<file path="src/rtl/adder2_bist.sv">
// -----------------------------------------------------------------------------
// adder2_bist
//
// Built-in self-test engine for a WIDTH-bit adder. On a start pulse it sweeps
// every operand pair (a outer, b inner), holds each pair for SETTLE cycles,
// then compares the returned sum y against (a+b) mod 2^WIDTH for one cycle.
// It reports pass/fail, a saturating mismatch count and the first failing
// vector.
//
// Optional build macro:
//   ADDER2_BIST_STOP_ON_FAIL_EN  - when defined, the first mismatch ends the
//                                  sweep immediately and a/b stay on the
//                                  failing vector.
//
// Parameters:
//   WIDTH   operand/sum width (vectors swept = 2^(2*WIDTH))
//   SETTLE  cycles a/b are held before y is sampled (>= 1)
//
// Ports:
//   clk        in   system clock, rising edge
//   rst        in   synchronous active-high reset
//   start      in   single-cycle pulse, begins a sweep when idle
//   a, b       out  operands driven to the adder
//   y          in   sum returned by the adder
//   busy       out  high while the sweep runs (DRIVE/CHECK)
//   done       out  one-cycle pulse when the sweep ends
//   pass       out  high after done if no mismatch, held until next start
//   err_count  out  number of mismatching vectors, saturating
//   fail_a/b/y out  operands and observed sum of the first mismatch
//
// States:
//   IDLE   | waiting for start, a/b hold their last values
//   DRIVE  | a/b applied, waiting SETTLE cycles for the adder to settle
//   CHECK  | one cycle: compare y, update error info, advance vector
//   FINISH | one cycle: done pulse, pass valid
// -----------------------------------------------------------------------------
module adder2_bist #(
    parameter int WIDTH  = 2,
    parameter int SETTLE = 1
) (
    input  logic               clk,
    input  logic               rst,
    input  logic               start,
    output logic [WIDTH-1:0]   a,
    output logic [WIDTH-1:0]   b,
    input  logic [WIDTH-1:0]   y,
    output logic               busy,
    output logic               done,
    output logic               pass,
    output logic [2*WIDTH:0]   err_count,
    output logic [WIDTH-1:0]   fail_a,
    output logic [WIDTH-1:0]   fail_b,
    output logic [WIDTH-1:0]   fail_y
);

    localparam int EW = 2 * WIDTH + 1;
    localparam int CW = (SETTLE > 1) ? $clog2(SETTLE) : 1;
    localparam logic [CW-1:0] CNT_LAST = CW'(SETTLE - 1);
    localparam logic [EW-1:0] ERR_MAX  = {EW{1'b1}};

    typedef enum logic [1:0] {
        IDLE   = 2'd0,
        DRIVE  = 2'd1,
        CHECK  = 2'd2,
        FINISH = 2'd3
    } state_t;

    state_t           state_q, state_d;
    logic [CW-1:0]    cnt_q, cnt_d;
    logic [WIDTH-1:0] a_q, a_d;
    logic [WIDTH-1:0] b_q, b_d;
    logic [EW-1:0]    err_q, err_d;
    logic             pass_q, pass_d;
    logic [WIDTH-1:0] fa_q, fa_d;
    logic [WIDTH-1:0] fb_q, fb_d;
    logic [WIDTH-1:0] fy_q, fy_d;

    logic [WIDTH-1:0] sum_exp;
    logic             mismatch;
    logic             last_vec;
    logic [EW-1:0]    err_inc;

    // Carry is intentionally dropped: the adder under test returns WIDTH bits.
    assign sum_exp  = a_q + b_q;
    assign mismatch = (y != sum_exp);
    assign last_vec = (&a_q) & (&b_q);
    assign err_inc  = (err_q == ERR_MAX) ? err_q : err_q + EW'(1);

    always_ff @(posedge clk) begin
        if (rst) begin
            state_q <= IDLE;
            cnt_q   <= '0;
            a_q     <= '0;
            b_q     <= '0;
            err_q   <= '0;
            pass_q  <= 1'b0;
            fa_q    <= '0;
            fb_q    <= '0;
            fy_q    <= '0;
        end else begin
            state_q <= state_d;
            cnt_q   <= cnt_d;
            a_q     <= a_d;
            b_q     <= b_d;
            err_q   <= err_d;
            pass_q  <= pass_d;
            fa_q    <= fa_d;
            fb_q    <= fb_d;
            fy_q    <= fy_d;
        end
    end

    always_comb begin
        state_d = state_q;
        cnt_d   = cnt_q;
        a_d     = a_q;
        b_d     = b_q;
        err_d   = err_q;
        pass_d  = pass_q;
        fa_d    = fa_q;
        fb_d    = fb_q;
        fy_d    = fy_q;

        case (state_q)
            IDLE: begin
                if (start) begin
                    a_d     = '0;
                    b_d     = '0;
                    err_d   = '0;
                    pass_d  = 1'b0;
                    fa_d    = '0;
                    fb_d    = '0;
                    fy_d    = '0;
                    cnt_d   = '0;
                    state_d = DRIVE;
                end
            end

            DRIVE: begin
                if (cnt_q == CNT_LAST) begin
                    cnt_d   = '0;
                    state_d = CHECK;
                end else begin
                    cnt_d = cnt_q + CW'(1);
                end
            end

            CHECK: begin
                if (mismatch) begin
                    err_d = err_inc;
                    // err_q still zero means this is the first failing vector.
                    if (err_q == '0) begin
                        fa_d = a_q;
                        fb_d = b_q;
                        fy_d = y;
                    end
                end
`ifdef ADDER2_BIST_STOP_ON_FAIL_EN
                if (mismatch || last_vec) begin
`else
                if (last_vec) begin
`endif
                    // pass must reflect this final compare, so use err_d.
                    pass_d  = (err_d == '0);
                    state_d = FINISH;
                end else begin
                    b_d = b_q + WIDTH'(1);
                    if (&b_q) begin
                        a_d = a_q + WIDTH'(1);
                    end
                    state_d = DRIVE;
                end
            end

            FINISH: begin
                // Unconditional: a start coinciding with done is dropped.
                state_d = IDLE;
            end

            default: begin
                state_d = IDLE;
            end
        endcase
    end

    assign a         = a_q;
    assign b         = b_q;
    assign busy      = (state_q == DRIVE) || (state_q == CHECK);
    assign done      = (state_q == FINISH);
    assign pass      = pass_q;
    assign err_count = err_q;
    assign fail_a    = fa_q;
    assign fail_b    = fb_q;
    assign fail_y    = fy_q;

endmodule

</file>
<file path="config.mk">
export PLATFORM = sky130hd
export DESIGN_NAME = adder2_bist
export DESIGN_NICKNAME = d
export VERILOG_FILES = /design/src/rtl/adder2_bist.sv
export SDC_FILE = /design/constraint.sdc
export NUM_CORES = 1
export LEC_CHECK = 0
export BUFFER_PORTS_ARGS = -buffer_cell sky130_fd_sc_hd__buf_2
export CAP_MARGIN = 15
export CORE_MARGIN = 8
export CORE_UTILIZATION = 52
export CTS_CLUSTER_DIAMETER = 50
export CTS_CLUSTER_SIZE = 28
export DETAILED_ROUTE_END_ITERATION = 10
export MAX_ROUTING_LAYER = met4
export PLACE_DENSITY = 0.84
export SYNTH_ARGS = -nofsm -noshare
export SYNTH_HDL_FRONTEND = slang
export SYNTH_SLANG_ARGS = --single-unit
</file>
<file path="constraint.sdc">
create_clock -name clk -period 2 [get_ports clk]
set_input_delay 0.3 -clock clk [delete_from_list [all_inputs] [get_ports clk]]
set_output_delay 0.3 -clock clk [all_outputs]
set_load 0.02 [all_outputs]
</file>
==> results.md, run 1 <==
- The count of state elements after synthesis is 18.
- Before CTS, the worst setup slack after placement is 0.1691 ns.
- The via count of the first global-routing pass is around 950.
- For this run, the register share of the synthesized area comes to 0.3587.
- The routed design has between 2 and 2.5 mm of wire.
- The number of antenna diodes in the final layout is 0.
- During synthesis, Yosys emitted a total of 0 warnings.
- The clock passes through at most 2 buffers.
- In this run, synthesis inferred 0 flip-flops with an integrated enable.
- Of the total power, registers draw 0.481.
- The highest clock rate is 526.7 MHz.
- In this run the register-to-register setup slack is 0.10 ns.
- The area growth from synthesis to final layout is 18.18%.
- The number of max-cap violations is 0.
- The relative max-transition margin is 0.7371.
- At the worst endpoint, the arrival time is ~2.1 ns.
- After layout, the minimum clock period comes to 1.899 ns.
- Setup violations remaining at the end of the flow were counted as 0.
- The die extent in y is ~60 um.
- The weighted congestion reported at the end of routability-driven placement is 0.8094.
- The cell count after synthesis is approximately 120.
- The first TritonRoute pass finished after 5 iterations.
- In this run the power density over the cells is 665.0 nW/um2.
- The static leakage is 0.5384 nW.
- The cell area that synthesis handed to floorplanning was 1005 um2.
- The final hold violation count was 0.
- The global router's overall resource usage is 0.1430.
- The largest driver fanout on the critical path is 7.
- The leading cell type by number of instances after synthesis is dfxtp_1.
- The routing usage on met2 is 0.2446.
- Of the total power, the share spent switching nets is 0.3036.
- The critical setup path kind is register to register.
- In the global route stage, met1 resource usage came out at 0.1572.
- The count of hold-fix buffers inserted at cts is 0.
- The violation count after the first detailed-routing iteration is 24.
- The run finished with clean final reports.
- Summing over every cut layer, the via total after detailed routing is 949.
- For this configuration, the core starts out at a cell density of 0.5339.
- The final max-slew violation count is 0.
- The remaining antenna violation count is 0.
- The portion of total power attributed to the clock network is 0.282.
- At the end of the flow, the number of nets in the layout was 154.
- The number of placement rows is 16.
- In the synthesized netlist the dominant register cell turns out to be dfxtp_1.
- The tree built by TritonCTS fans out to 18 sinks.
- Of the total power, combinational logic draws 0.237.
- CTS built an H-tree with a depth of 1.
- After detailed routing, the average wire length per cell comes to 14.03 um.
- The commonest cells after synthesis are dfxtp_1 (18), a21oi_1 (12), nor2_1 (10), ha_1 (8), nand3_1 (7).
- The overall die area is about 3600 um2.
- The buffer cell driving the clock tree root is clkbuf_4.
- The final worst slack is roughly 0.10 ns.
- The tightest hold path in the finished design has a slack of between 0.2 and 0.25 ns.
- After clock tree synthesis, the clock-pin slew on the worst setup and hold paths is 0.10 ns.
- For this design the total switching power over the nets is 239.7 uW.
- After floorplanning, the core was sized to cover roughly 1900 um2.
- Of the post-synthesis cell area, the dominant cell type holds 0.3587.
- In the final timing run, aggregate negative setup slack is 0 ns.
- Of the cells placed in the final design, the portion with a size suffix greater than 1 is 0.2357.
- In this run, CTS created clock tree buffers numbering 3.
- The post-synthesis net count is around 130.
- Of the available clock period, the critical path in the final layout requires 0.9493.
- The maximum VDD drop is roughly 0.43 mV.
- In this run the worst hold path is classified as primary input to register.
- After legalization and detailed placement, the total HPWL measured between 1.5 and 2 mm.
- TritonCTS built the clock tree.
- The insertion delay of the later-clocked pin in the worst-skew pair is ~0.29 ns.
- In the routed design, unresolved DRC markers number 0.
- The number of placed I/O pins is 23.
- Yosys attributes the largest share of cell area to dfxtp_1 (36%), ha_1 (10%), a21oi_1 (6.0%).
- The worst setup path is captured at a register.
- For the pin with the worst max-slew slack, the measured transition is approximately 0.39 ns.
- The worst setup skew after layout is between 0.006 and 0.007 ns.
- The largest area contributor in the netlist is dfxtp_1.
- The largest net degree at the start of global routing is 18.
- The internal power of the cells totals ~550 uW.
- The most utilized layer in the global route result is met2.
- The aggregate global routing overflow is 0.
- At the worst endpoint, the required time is about 2.2 ns.
- The fraction of synthesis flops using an asynchronous set or reset pin is 0.
- The average instance in the mapped netlist occupies around 8.7 um2.
- The critical path launch point type is a register.
- Yosys mapped the design onto 36 distinct sky130hd cell types.
- The first global-routing pass estimated 3.912 mm of wire.
- The number of antenna violations at the first check in global routing is 0.
- In the routed layout, each cell is associated on average with a via count of roughly 5.7.
- The die outline width is ~60 um.
- For met3 alone, demand over resource in global routing was 0.02796.
- The total of buffers placed on input and output ports is 22.
per-layer routing:
layer	up-vias	wire, um	part of all wire
met1	446	1002	0.43
met4	0	21	0.0090
met2	30	1161	0.50
met5	-	0	0
li1	469	-	-
met3	4	157	0.067
critical path, stage by stage, from the launching register on:
cell	delay [ns]
dfxtp_1	0.45
ha_1	0.20
xor2_1	0.24
xnor2_2	0.14
a21bo_1	0.23
a21oi_4	0.23
nor2_2	0.07
a22o_1	0.24
cell families (layout without fill, tap and decap cells):
family / Yosys count / count (layout) / share of synthesized area
compound gates: 31 / 31 / 0.2092
xor+xnor: 4 / 4 / 0.03488
fa+ha+maj: 8 / 8 / 0.09963
buf+inv: 10 / 34 / 0.04607
flops: 18 / 18 / 0.3587
mux: 2 / 2 / 0.01993
simple gates: 43 / 43 / 0.2316
final timing paths:
kind                    end  cells past startpoint      start
setup reg to reg  fail_b[1]                      7       b[0]
setup / recovery  fail_b[1]                      7       b[0]
hold reg to reg   fail_y[0]                      2  fail_y[0]
hold / removal    fail_y[1]                      2       y[1]
area by class of cell:
cell class,count,area [um2]
clock buffers,4,36.28
fillers,174,694.4
inverters,5,18.77
multi-input cells,88,605.6
flip-flops and latches,18,360.3
well taps,27,33.78
repair buffers,25,132.6
power groups by stage:
stage / registers (mW) / logic (mW) / clock network [mW]
floorplan: 0.390 / 0.131 / 0
global placement: 0.386 / 0.178 / 0
detailed placement: 0.387 / 0.184 / 0
CTS: 0.379 / 0.186 / 0.226
global route: 0.381 / 0.208 / 0.243
finish: 0.380 / 0.188 / 0.222
per-stage QoR:
stage | instance area [um2] | util | power [mW] | instances
6_report | 1187 | 0.6310 | 0.7896 | 167
2_1_floorplan | 1005 | - | 0.5217 | 116
3_5_place_dp | 1144 | 0.6077 | 0.5714 | 163
3_3_place_gp | 1144 | 0.6077 | 0.5645 | 163
4_1_cts | 1180 | 0.6270 | 0.7908 | 167
5_1_grt | 1187 | 0.6310 | 0.8321 | 167
registers in the layout (all words and copies together) (netlist names):
| signal | count |
|---|---|
| pass | 1 |
| err_count | 5 |
| fail_b | 2 |
| b | 2 |
| fail_a | 2 |
| state_q | 2 |
| a | 2 |
| fail_y | 2 |
cell usage in the layout (no fill, tap or decap), types with 3 or more instances in the layout:
cell,Yosys,final
clkbuf_4,0,3
dfxtp_1,18,18
ha_1,8,8
nand2_1,6,6
buf_2,0,22
a21oi_1,12,12
a22o_1,3,3
buf_4,0,3
o21ai_0,4,4
nor2_1,10,10
inv_1,5,5
nand3_1,7,7
a31oi_1,3,3
nand2b_1,5,5
timing repair:
action | CTS | global route
buffers inserted | 0 | 0
endpoints found under the setup margin | 0 | 1
resized for setup | 0 | 1
No activity file was read; power rests on OpenSTA's default activity.
==> run 2: changes to the inputs <==
--- a/config.mk
+++ b/config.mk
@@ -12,6 +12,7 @@
 export CTS_CLUSTER_DIAMETER = 50
 export CTS_CLUSTER_SIZE = 28
 export DETAILED_ROUTE_END_ITERATION = 10
+export GPL_ROUTABILITY_DRIVEN = 0
 export MAX_ROUTING_LAYER = met4
 export PLACE_DENSITY = 0.84
 export SYNTH_ARGS = -nofsm -noshare
==> constraint.sdc (replaced) <==
create_clock -name clk -period 2 [get_ports clk]
set_input_delay 0.5 -clock clk [delete_from_list [all_inputs] [get_ports clk]]
set_output_delay 0.5 -clock clk [all_outputs]
set_load 0.02 [all_outputs]
==> results.md, run 2 (synthesis results as in run 1) <==
- The overall die area is 3595 um2 (unchanged).
- The minimum clock period after layout is 1.884 ns (was 1.899 ns).
- The data arrival time of the worst path was 2.08 ns (was 2.10 ns).
- The worst setup path startpoint is err_count[0] (was b[0]).
- The number of placed I/O pins is 23 (unchanged).
- The class of the worst hold path is primary input to register (unchanged).
- The start point of the worst min-delay path is y[1] (unchanged).
- The final hold violation count is 0 (unchanged).
- The insertion delay of the later-clocked pin in the worst-skew pair was 0.30 ns (was 0.29 ns).
- The post-place setup slack is 0.1569 ns (was 0.1691 ns).
- The count of hold-fix buffers inserted at cts is 0 (unchanged).
- The aggregate global routing overflow is 0 (unchanged).
- The largest driver fanout on the critical path is 7 (unchanged).
- The remaining antenna violation count is 0 (unchanged).
- The count of TritonRoute iterations in the first routing pass is 4 (was 5).
- The wire length of the first global-routing pass is 4.015 mm (was 3.912 mm).
- The critical setup path kind is register to register (unchanged).
- The peak per-stage delay on the critical path is 0.39 ns (was 0.45 ns).
- The combined area of the multi-input logic cells is 598.1 um2 (was 605.6 um2).
- The final max-slew violation count came to 0 (unchanged).
- The wire length after detailed routing was 2.464 mm (was 2.343 mm).
- The area growth from synthesis to final layout was 18.18% (unchanged).
- The data required time at the worst endpoint came to 2.20 ns (about the same).
- The total negative setup slack was 0 ns (unchanged).
- The total of buffers placed on input and output ports is 22 (unchanged).
- The via density per instance is 5.899 (was 5.683).
- The critical path launch point type is a register (unchanged).
- The worst reg-to-reg setup slack is 0.12 ns (was 0.10 ns).
- The number of nets in the finished design is 155 (was 154).
- The number of setup buffers added after CTS was 0 (unchanged).
- The maximum VDD drop is 0.3660 mV (was 0.4263 mV).
- The number of antenna violations at the first check in global routing is 0 (unchanged).
- The buffer cell driving the clock tree root is clkbuf_4 (unchanged).
- The cell depth of the worst flop-to-flop path was 7 (unchanged).
- The cell type of the slowest stage on the worst timing path is dfxtp_1 (unchanged).
- The global router's overall resource usage is 0.1499 (was 0.1430).
- The die outline width is 59.96 um (unchanged).
- The number of placement rows came to 16 (unchanged).
- The most common cell after layout, fill and taps aside is buf_2 (unchanged).
- The proportion of layout cells with a drive suffix above 1 is 0.2340 (was 0.2357).
- The clock tree from TritonCTS is done (unchanged).
- The clock transition at the registers of the reported paths is 0.11 ns (was 0.10 ns).
- The final antenna diode count came to 0 (unchanged).
- The number of fill cells is 189 (was 174).
- The violation count after the first detailed-routing iteration is 18 (was 24).
- The largest net degree at the start of global routing is 18 (unchanged).
- The setup violation total in the final timing report is 0 (unchanged).
- The die extent in y was 59.96 um (unchanged).
- The power per cell area is 667.2 nW/um2 (was 665.0 nW/um2).
- The tightest hold margin is 0.4466 ns (was 0.2447 ns).
- The via count of the first global-routing pass is 937 (was 949).
- The worst hold endpoint is fail_y[1] (unchanged).
- The final critical-path share of the clock period is 0.9420 (was 0.9493).
- The average routed wire per standard cell came to 14.67 um (was 14.03 um).
- The area of the core is 1882 um2 (unchanged).
- Cell chain of the critical path: inv_1 -> ha_1 -> nor4b_1 -> a21bo_1 -> a21oi_4 -> nor2_2 -> a22o_1 (was ha_1 -> xor2_1 -> xnor2_2 -> a21bo_1 -> a21oi_4 -> nor2_2 -> a22o_1).
- The final worst slack is 0.1160 ns (was 0.1014 ns).
- The worst setup skew after layout is 0.003867 ns (was 0.006600 ns).
- The detailed-route via count is 991 (was 949).
- The number of CTS-inserted buffers is 3 (unchanged).
- The slew at the pin closest to its max-slew limit is 0.3739 ns (was 0.3889 ns).
- The maximum buffer depth of the clock tree is 2 (unchanged).
- The number of buffers and inverters on the critical path is 1 (was 0).
- The kind of end point of the critical path is a register (unchanged).
- Outcome: complete, no violations (unchanged).
- The combined flip-flop and latch cell area was 360.3 um2 (unchanged).
- The critical path's top delay family is compound AO/OA/AOI/OAI gates (unchanged).
- Setup repair after global routing left no endpoint under its margin.
- The post-route DRC violation count is 0 (unchanged).
- The flip-flop count of the largest register after layout is 5 (unchanged).
- Top library cells by usage in the layout, fill and taps aside: buf_2 (22), dfxtp_1 (18), a21oi_1 (12) (unchanged).
- The relative max-transition margin is 0.7472 (was 0.7371).
- The effective utilization at floorplan is 0.5339 (unchanged).
- The number of sinks handled by clock tree synthesis came to 18 (unchanged).
- The number of gates resized after cts is 0 (unchanged).
- The highest clock rate is 530.8 MHz (was 526.7 MHz).
- The number of max-cap violations is 0 (unchanged).
- The launch point of the worst reg-to-reg path is err_count[0] (was b[0]).
- The number of cells on the worst hold path came to 2 (unchanged).
- The endpoint of the worst register-to-register path was fail_b[1] (unchanged).
- The HPWL after detailed placement is 1.808 mm (was 1.806 mm).
- The static leakage is 0.5394 nW (was 0.5384 nW).
- The number of H-tree branching levels is 1 (unchanged).
[run 2: cell types whose count changed in the layout (fill, tap and decap cells not counted), sizes merged]
cell,delta
buf,+1
[run 2: final cells by class]
type / instances / share of cell area
Clock buffer: 4 / 0.03056
Sequential cell: 18 / 0.3035
Tap cell: 27 / 0.02845
Timing Repair Buffer: 26 / 0.1180
Inverter: 5 / 0.01581
Multi-Input combinational cell: 88 / 0.5037
[run 2: power breakdown]
part | total [mW] | switching, mW | internal (mW) | leakage, nW
clock network | 0.229 | 0.118 | 0.111 | 0.0210
registers | 0.379 | 0.0103 | 0.369 | 0.145
logic | 0.184 | 0.115 | 0.0698 | 0.373
total | 0.792 | 0.242 | 0.550 | 0.539
[run 2: routing by layer]
| metal | GRT usage | wire, um |
|---|---|---|
| met2 | 0.2477 | 1221 |
| met1 | 0.1574 | 994 |
| met5 | - | 0 |
| met3 | 0.04086 | 193 |
| met4 | 0.08503 | 53 |
[run 2: stage by stage]
stage | total power [mW] | instances | cell area, um2 | util
final | 0.7922 | 168 | 1187 | 0.6310
after global routing | 0.8374 | 168 | 1187 | 0.6310
after CTS | 0.7952 | 168 | 1187 | 0.6310
after detailed placement | 0.5691 | 164 | 1151 | 0.6117
after global placement | 0.5639 | 164 | 1151 | 0.6117
after floorplan | 0.5217 | 116 | 1005 | -
[run 2: how the worst max path moves through the flow]
stage                     slack (ns)   endpoint  depth (start not counted)
after CTS                       0.13  fail_b[1]                          7
after floorplan                 0.19  fail_a[1]                          7
after global placement          0.20       pass                          7
after detailed placement        0.16       pass                          7
final                           0.12  fail_b[1]                          7
after global routing            0.02  fail_b[1]                          7
[run 2: worst register-to-register path, cell delays in order (launching register included)]
cell and delay, ns:
dfxtp_1 0.39, inv_1 0.09, ha_1 0.15, nor4b_1 0.33, a21bo_1 0.29, a21oi_4 0.22
nor2_2 0.07, a22o_1 0.24
